## src/rtl/mem_access_stage.sv

```systemverilog
// mem_access_stage: MEM pipeline stage between EX/MEM and MEM/WB.
// Issues load/store requests to a data memory with an ack handshake, stalls
// upstream while the access is outstanding, aborts after DMEM_TIMEOUT
// cycles without an ack, and registers the MEM/WB results.
// Optional feature macro: MEM_ALIGN_CHECK_EN (drop misaligned word accesses
// and pulse o_misaligned); when undefined, DMEM address bits [1:0] are forced
// to zero and o_misaligned stays 0.
module mem_access_stage #(
  parameter int unsigned DMEM_TIMEOUT = 15
) (
  input  logic        i_clk,
  input  logic        i_reset,
  input  logic        i_ex_valid,
  input  logic [1:0]  i_ex_wb,
  input  logic        i_ex_mem_read,
  input  logic        i_ex_mem_write,
  input  logic [31:0] i_ex_alu_result,
  input  logic [31:0] i_ex_store_data,
  input  logic [4:0]  i_ex_write_reg,
  output logic        o_dmem_req_c,
  output logic        o_dmem_we_c,
  output logic [31:0] o_dmem_addr_c,
  output logic [31:0] o_dmem_wdata_c,
  input  logic [31:0] i_dmem_rdata,
  input  logic        i_dmem_ack,
  output logic        o_stall_c,
  output logic [1:0]  o_wb_out,
  output logic [31:0] o_read_data_out,
  output logic [31:0] o_alu_result_out,
  output logic [4:0]  o_write_reg_out,
  output logic        o_mem_error,
  output logic        o_misaligned
);

  localparam int unsigned DATA_W = 32;
  localparam int unsigned REG_W  = 5;
  localparam int unsigned WB_W   = 2;
  localparam int unsigned CNT_W  = (DMEM_TIMEOUT < 1) ? 1 : $clog2(DMEM_TIMEOUT + 1);

  typedef enum logic {
    S_IDLE = 1'b0,
    S_WAIT = 1'b1
  } state_t;

  // Memory request captured when an access has to wait for its ack
  typedef struct packed {
    logic [DATA_W-1:0] addr;
    logic [DATA_W-1:0] wdata;
    logic              we;
    logic [WB_W-1:0]   wb;
    logic [REG_W-1:0]  wr;
  } mem_req_t;

  state_t            r_state;
  logic [CNT_W-1:0]  r_cnt;
  mem_req_t          r_req;
  logic [WB_W-1:0]   r_wb_out;
  logic [DATA_W-1:0] r_read_data_out;
  logic [DATA_W-1:0] r_alu_result_out;
  logic [REG_W-1:0]  r_write_reg_out;
  logic              r_mem_error;
  logic              r_misaligned;

  logic              w_mem_op;
  logic              w_misal;
  logic [DATA_W-1:0] w_addr_mask;
  logic              w_issue;
  logic              w_at_limit;
  logic              w_timeout;
  logic              w_req;
  logic              w_we;
  logic [DATA_W-1:0] w_addr;
  logic [DATA_W-1:0] w_wdata;
  logic              w_stall;

  assign w_mem_op = i_ex_mem_read | i_ex_mem_write;

`ifdef MEM_ALIGN_CHECK_EN
  // Misaligned memory ops are dropped instead of reaching the memory
  assign w_misal     = i_ex_valid & w_mem_op & (i_ex_alu_result[1:0] != 2'b00);
  assign w_addr_mask = '1;
`else
  // Word-aligned memory: the low address bits never reach the memory
  assign w_misal     = 1'b0;
  assign w_addr_mask = {{(DATA_W-2){1'b1}}, 2'b00};
`endif

  // Request decode, memory-side drive and upstream stall
  always_comb begin
    w_issue    = (r_state == S_IDLE) & i_ex_valid & w_mem_op & ~w_misal;
    w_at_limit = (r_cnt == CNT_W'(DMEM_TIMEOUT));
    w_timeout  = (r_state == S_WAIT) & w_at_limit & ~i_dmem_ack;
    w_req      = 1'b0;
    w_we       = 1'b0;
    w_addr     = i_ex_alu_result;
    w_wdata    = i_ex_store_data;
    w_stall    = 1'b0;
    if (r_state == S_WAIT) begin
      w_req   = ~w_timeout;
      w_we    = r_req.we & ~w_timeout;
      w_addr  = r_req.addr;
      w_wdata = r_req.wdata;
      w_stall = ~i_dmem_ack & ~w_timeout;
    end else begin
      w_req   = w_issue;
      w_we    = w_issue & i_ex_mem_write;
      w_stall = w_issue & ~i_dmem_ack;
    end
    w_addr = w_addr & w_addr_mask;
    // Reset silences the memory port and releases upstream immediately
    if (i_reset) begin
      w_req   = 1'b0;
      w_we    = 1'b0;
      w_stall = 1'b0;
    end
  end

  assign o_dmem_req_c   = w_req;
  assign o_dmem_we_c    = w_we;
  assign o_dmem_addr_c  = w_addr;
  assign o_dmem_wdata_c = w_wdata;
  assign o_stall_c      = w_stall;

  // FSM, wait counter, captured request and MEM/WB pipeline registers
  always_ff @(posedge i_clk or posedge i_reset) begin
    if (i_reset) begin
      r_state          <= S_IDLE;
      r_cnt            <= '0;
      r_req            <= '0;
      r_wb_out         <= '0;
      r_read_data_out  <= '0;
      r_alu_result_out <= '0;
      r_write_reg_out  <= '0;
      r_mem_error      <= 1'b0;
      r_misaligned     <= 1'b0;
    end else begin
      r_misaligned <= 1'b0;
      case (r_state)
        S_IDLE: begin
          if (i_ex_valid && !w_mem_op) begin
            r_wb_out         <= i_ex_wb;
            r_alu_result_out <= i_ex_alu_result;
            r_write_reg_out  <= i_ex_write_reg;
            r_read_data_out  <= '0;
          end else if (w_misal) begin
            r_wb_out         <= {1'b0, i_ex_wb[0]};
            r_alu_result_out <= i_ex_alu_result;
            r_write_reg_out  <= i_ex_write_reg;
            r_read_data_out  <= '0;
            r_misaligned     <= 1'b1;
          end else if (w_issue && i_dmem_ack) begin
            r_wb_out         <= i_ex_wb;
            r_alu_result_out <= i_ex_alu_result;
            r_write_reg_out  <= i_ex_write_reg;
            r_read_data_out  <= i_ex_mem_write ? '0 : i_dmem_rdata;
          end else if (w_issue) begin
            r_req <= '{addr:  i_ex_alu_result,
                       wdata: i_ex_store_data,
                       we:    i_ex_mem_write,
                       wb:    i_ex_wb,
                       wr:    i_ex_write_reg};
            r_cnt           <= '0;
            r_state         <= S_WAIT;
            r_wb_out        <= '0;
            r_write_reg_out <= '0;
          end else begin
            r_wb_out        <= '0;
            r_write_reg_out <= '0;
          end
        end
        S_WAIT: begin
          if (i_dmem_ack) begin
            r_wb_out         <= r_req.wb;
            r_alu_result_out <= r_req.addr;
            r_write_reg_out  <= r_req.wr;
            r_read_data_out  <= r_req.we ? '0 : i_dmem_rdata;
            r_state          <= S_IDLE;
          end else if (w_at_limit) begin
            r_wb_out         <= {1'b0, r_req.wb[0]};
            r_alu_result_out <= r_req.addr;
            r_write_reg_out  <= r_req.wr;
            r_read_data_out  <= '0;
            r_mem_error      <= 1'b1;
            r_state          <= S_IDLE;
          end else begin
            r_cnt           <= r_cnt + CNT_W'(1);
            r_wb_out        <= '0;
            r_write_reg_out <= '0;
          end
        end
        default: r_state <= S_IDLE;
      endcase
    end
  end

  assign o_wb_out         = r_wb_out;
  assign o_read_data_out  = r_read_data_out;
  assign o_alu_result_out = r_alu_result_out;
  assign o_write_reg_out  = r_write_reg_out;
  assign o_mem_error      = r_mem_error;
  assign o_misaligned     = r_misaligned;

endmodule

```

## config.mk

```make
export PLATFORM = sky130hd
export DESIGN_NAME = mem_access_stage
export DESIGN_NICKNAME = d
export VERILOG_FILES = /design/src/rtl/mem_access_stage.sv
export SDC_FILE = /design/constraint.sdc
export NUM_CORES = 1
export LEC_CHECK = 0
export BUFFER_PORTS_ARGS = -buffer_cell sky130_fd_sc_hd__buf_2
export CAP_MARGIN = 20
export CORE_ASPECT_RATIO = 1.25
export CORE_UTILIZATION = 46
export CTS_BUF_LIST = sky130_fd_sc_hd__clkbuf_8
export CTS_CLUSTER_SIZE = 40
export DETAILED_ROUTE_END_ITERATION = 12
export GPL_TIMING_DRIVEN = 1
export MAX_ROUTING_LAYER = met4
export PLACE_DENSITY = 0.79
export REMOVE_ABC_BUFFERS = 1
export SETUP_SLACK_MARGIN = 0.4
export SLEW_MARGIN = 25
export SYNTH_ARGS = -nofsm -noshare
export SYNTH_HDL_FRONTEND = slang
export SYNTH_SLANG_ARGS = --single-unit
```

## constraint.sdc

```tcl
create_clock -name i_clk -period 5.06 [get_ports i_clk]
set_input_delay 0.759 -clock i_clk [delete_from_list [all_inputs] [get_ports i_clk]]
set_output_delay 0.759 -clock i_clk [all_outputs]
set_load 0.05 [all_outputs]
```

==> metrics.md <==
| Metric | Value |
|---|---|
| Status | complete, no violations |
| Total negative slack for setup checks | 0 ns |
| CP Launch Point | r_state |
| Count of maximum capacitance violations | 0 |
| Number of antenna violations at the first check in global routing | 1 |
| Total of cells resized after clock tree synthesis | 0 |
| Clk_skew | 0.00748 ns |
| Count of fill cells added during filler insertion | 1139 |
| Nets@finish | 848 |
| Synthesized flop and latch total | 149 |
| Critical Path End Type | output pin |
| Minimum clock period after layout | 3.48 ns |
| Drt drc | 0 |
| Unrepaired setup endpoints after global routing | false |
| Antenna-violating nets left | 0 |
| Actual slew at the worst max-slew pin | 1.01 ns |
| Combined area of the multi-input logic cells | 0.00265 mm^2 |
| Cell family with the largest share of critical-path delay | flip-flops |
| RD Place Congestion | 0.752 |
| Fraction of final layout cells sized beyond drive strength 1 | 55.4% |
| Post-layout power | 3840 uW |
| Number of buffers added on ports | 245 |
| Overall routing resource usage | 21.3% |
| Cts-stage hold buffer count | 0 |
| Detailed-route via count | 4768 |
| Period Utilization, post-route | 68.8% |
| Level count of the clock H-tree | 4 |
| Worst relative slew slack | 32.5% |
| Crit path arrival time | 2.72 ns |
| Number of DRC markers after the initial detailed-route iteration | 158 |
| Estimated wirelength of the detail-placed design | 10.6 mm |
| Number of I/O pins | 249 |
| Synth Cell Area | 0.00663 mm^2 |
| Count of buffering cells on the critical path with inverters included | 2 |
| Worst setup margin | 1.58 ns |
| Beginning of the worst hold path | o_read_data_out[11] |
| FP Rows | 48 |
| Die Height | 136 um |
| Synth warnings | 0 |
| Maximum operating frequency | 287 MHz |
| Worst Setup Path Type | reg2out |
| Die footprint | 0.0149 mm^2 |
| PD cells | 461 mW/mm^2 |
| Synth-to-Final Area Change | 25.6% |
| Worst path cell trace | inv_1 > a21oi_1 > o21ai_0 > nor2_1 > buf_2 |
| First-pass detailed-route iteration total | 4 |
| Via density per instance | 5.14 |
| Placeable core region | 0.0139 mm^2 |
| Placed cell count | 894 |
| Cell with the largest stage delay on the worst path | sky130_fd_sc_hd__dfrtp_2 |
| Via count of the first global-routing pass | 4974 |
| Leakage power of the design | 0.00403 uW |
| Setup bufs post-CTS | 0 |
| Remaining global-route overflow | 0 |
| Number of failing hold endpoints at the final stage | 0 |
| Total wirelength of the detailed-routed design | 15.1 mm |
| Initial Utilization | 47.6% |
| Critical-path maximum fanout | 37 |
| Chip Width | 109 um |
| Average wire length per cell after detail routing | 16.3 um |
| Final setup viols | 0 |
| CTS Buf Count | 17 |
| Data required time at the worst endpoint | 4.30 ns |
| Proportion of synthesized chip area in sequential cells | 56.3% |
| Non-filler instance count after layout | 927 |
| Worst hold slack | 0.481 ns |
| Pin count of the biggest net entering global routing | 108 |
| IR Drop Worst-Case VDD | 0.293 mV |
| Post-CTS clock slew at the launch and capture registers of the worst setup and hold paths | 0.08 ns |
| Number of clock sinks | 149 |
| Max Transition Viols Final | 0 |
| Clock Root Buffer | sky130_fd_sc_hd__clkbuf_8 |
| Wire length of the first global-routing pass | 23.4 mm |
| Setup WS pre-CTS | 2.05 ns |
| Instance count of the mapped netlist | 503 |
| Number of distinct library cells after synthesis | 37 |
| RR Startpoint | r_state |
| Longest Clk Path Bufs | 2 |
| Clock tree from TritonCTS | built |
| Average footprint of a synthesized cell | 13.2 um^2 |
| Path class of the lowest-slack min-delay path | reg2reg |
| Storage element area | 0.00373 mm^2 |
| Element type at the critical path start | flop |
| Clock network latency to the later pin of the worst-skew pair | 0.44 ns |
| Max stage delay on crit path | 0.91 ns |
-- metrics by stage --
| step | util [%] | cell area [um^2] |
|---|---|---|
| after floorplan | - | 6370 |
| after global placement | 56.4 | 7870 |
| after detailed placement | 56.6 | 7880 |
| after CTS | 59.7 | 8320 |
| after global routing | 59.7 | 8320 |
| final | 59.7 | 8320 |
-- synth_stat cells (all sizes together) --
cell / number / area, um^2
a211oi: 1 / 7.51
a21o: 1 / 7.51
a21oi: 6 / 30.0
a22o: 7 / 61.3
a32o: 1 / 10.0
a41oi: 1 / 8.76
and3: 1 / 6.26
buf: 31 / 245
clkbuf: 4 / 16.3
conb: 1 / 3.75
dfrtp: 149 / 3730
ha: 1 / 12.5
inv: 4 / 15.0
mux2: 163 / 1840
mux2i: 2 / 20.0
nand2: 70 / 263
nand2b: 2 / 20.0
nand3: 3 / 15.0
nor2: 5 / 21.3
nor2b: 2 / 12.5
nor3: 1 / 5.00
nor3b: 1 / 7.51
o211ai: 1 / 7.51
o21a: 1 / 7.51
o21ai: 38 / 190
o21bai: 1 / 7.51
o221ai: 1 / 26.3
o22ai: 1 / 6.26
o32ai: 1 / 16.3
or2: 2 / 12.5
-- final timing paths --
path	end	slack (ns)	cells after the start
min in group asynchronous	r_cnt[0]	0.49	2
max in group asynchronous	o_alu_result_out[3]	3.55	3
worst max-delay path	o_stall_c	1.58	5
worst max register to register	o_alu_result_out[20]	2.25	4
worst min register to register	o_read_data_out[11]	0.48	2
worst min-delay path	o_read_data_out[11]	0.48	2
-- layout by cell type (no fill, tap or decap), types with 2 or more instances in the layout --
cell type and instances:
sky130_fd_sc_hd__clkbuf_8 20, sky130_fd_sc_hd__mux2_2 130, sky130_fd_sc_hd__inv_1 7, sky130_fd_sc_hd__nor2_1 4
sky130_fd_sc_hd__conb_1 3, sky130_fd_sc_hd__nand2_1 70, sky130_fd_sc_hd__buf_4 3, sky130_fd_sc_hd__mux2i_1 2
sky130_fd_sc_hd__dfrtp_1 148, sky130_fd_sc_hd__mux2_1 33, sky130_fd_sc_hd__a21oi_1 6, sky130_fd_sc_hd__bufinv_16 4
sky130_fd_sc_hd__a22o_1 7, sky130_fd_sc_hd__or2_2 2, sky130_fd_sc_hd__o21ai_0 24, sky130_fd_sc_hd__nand3_1 3
sky130_fd_sc_hd__clkinv_2 2, sky130_fd_sc_hd__o21ai_1 14, sky130_fd_sc_hd__nor2b_1 2, sky130_fd_sc_hd__buf_2 245
-- kinds of logic after synthesis --
kind of cell | count (synthesis) | share of synthesized area, %
buffers and inverters | 39 | 4.17
multiplexers | 165 | 28.0
flip-flops | 149 | 56.3
AND/OR/NAND/NOR | 87 | 5.48
other | 1 | 0.0566
AO/OA/AOI/OAI | 61 | 5.84
adder cells (fa/ha/maj) | 1 | 0.189
-- sequential cells by signal, indices dropped and copies added, names as in the netlist --
register          cells
r_req                72
o_alu_result_out     32
o_read_data_out      32
o_write_reg_out       5
r_cnt                 4
o_wb_out              2
o_mem_error           1
r_state               1
-- area by class of cell --
cell class              count  area share [%]
flip-flops and latches    149            44.8
multi-input cells         317            31.8
repair buffers            249            15.2
clock buffers              20            3.31
well taps                 175            2.63
clock inverters            12            1.94
inverters                   4           0.271
diodes                      1          0.0301
-- where the power goes --
| part | total [uW] | switching, uW | internal, uW |
|---|---|---|---|
| Combinational | 1280 | 899 | 384 |
| Sequential | 1560 | 130 | 1430 |
| Clock | 999 | 430 | 569 |
| Total | 3840 | 1460 | 2380 |
-- worst reg2reg max path, stage by stage, from the launching register on --
cell and delay [ns]:
sky130_fd_sc_hd__dfrtp_2 0.91, sky130_fd_sc_hd__nand2b_1 0.28, sky130_fd_sc_hd__o221ai_4 0.23, sky130_fd_sc_hd__buf_4 0.78
sky130_fd_sc_hd__mux2_2 0.50
-- routing by layer --
layer	global-route usage [%]	vias to the layer above	wire, um
met1	22.8	2349	5720
met2	35.9	160	8160
met4	11.0	0	459
met5	-	-	0
li1	-	2220	-
met3	5.47	39	724
Note: power is estimated with default switching activity, not from simulation.
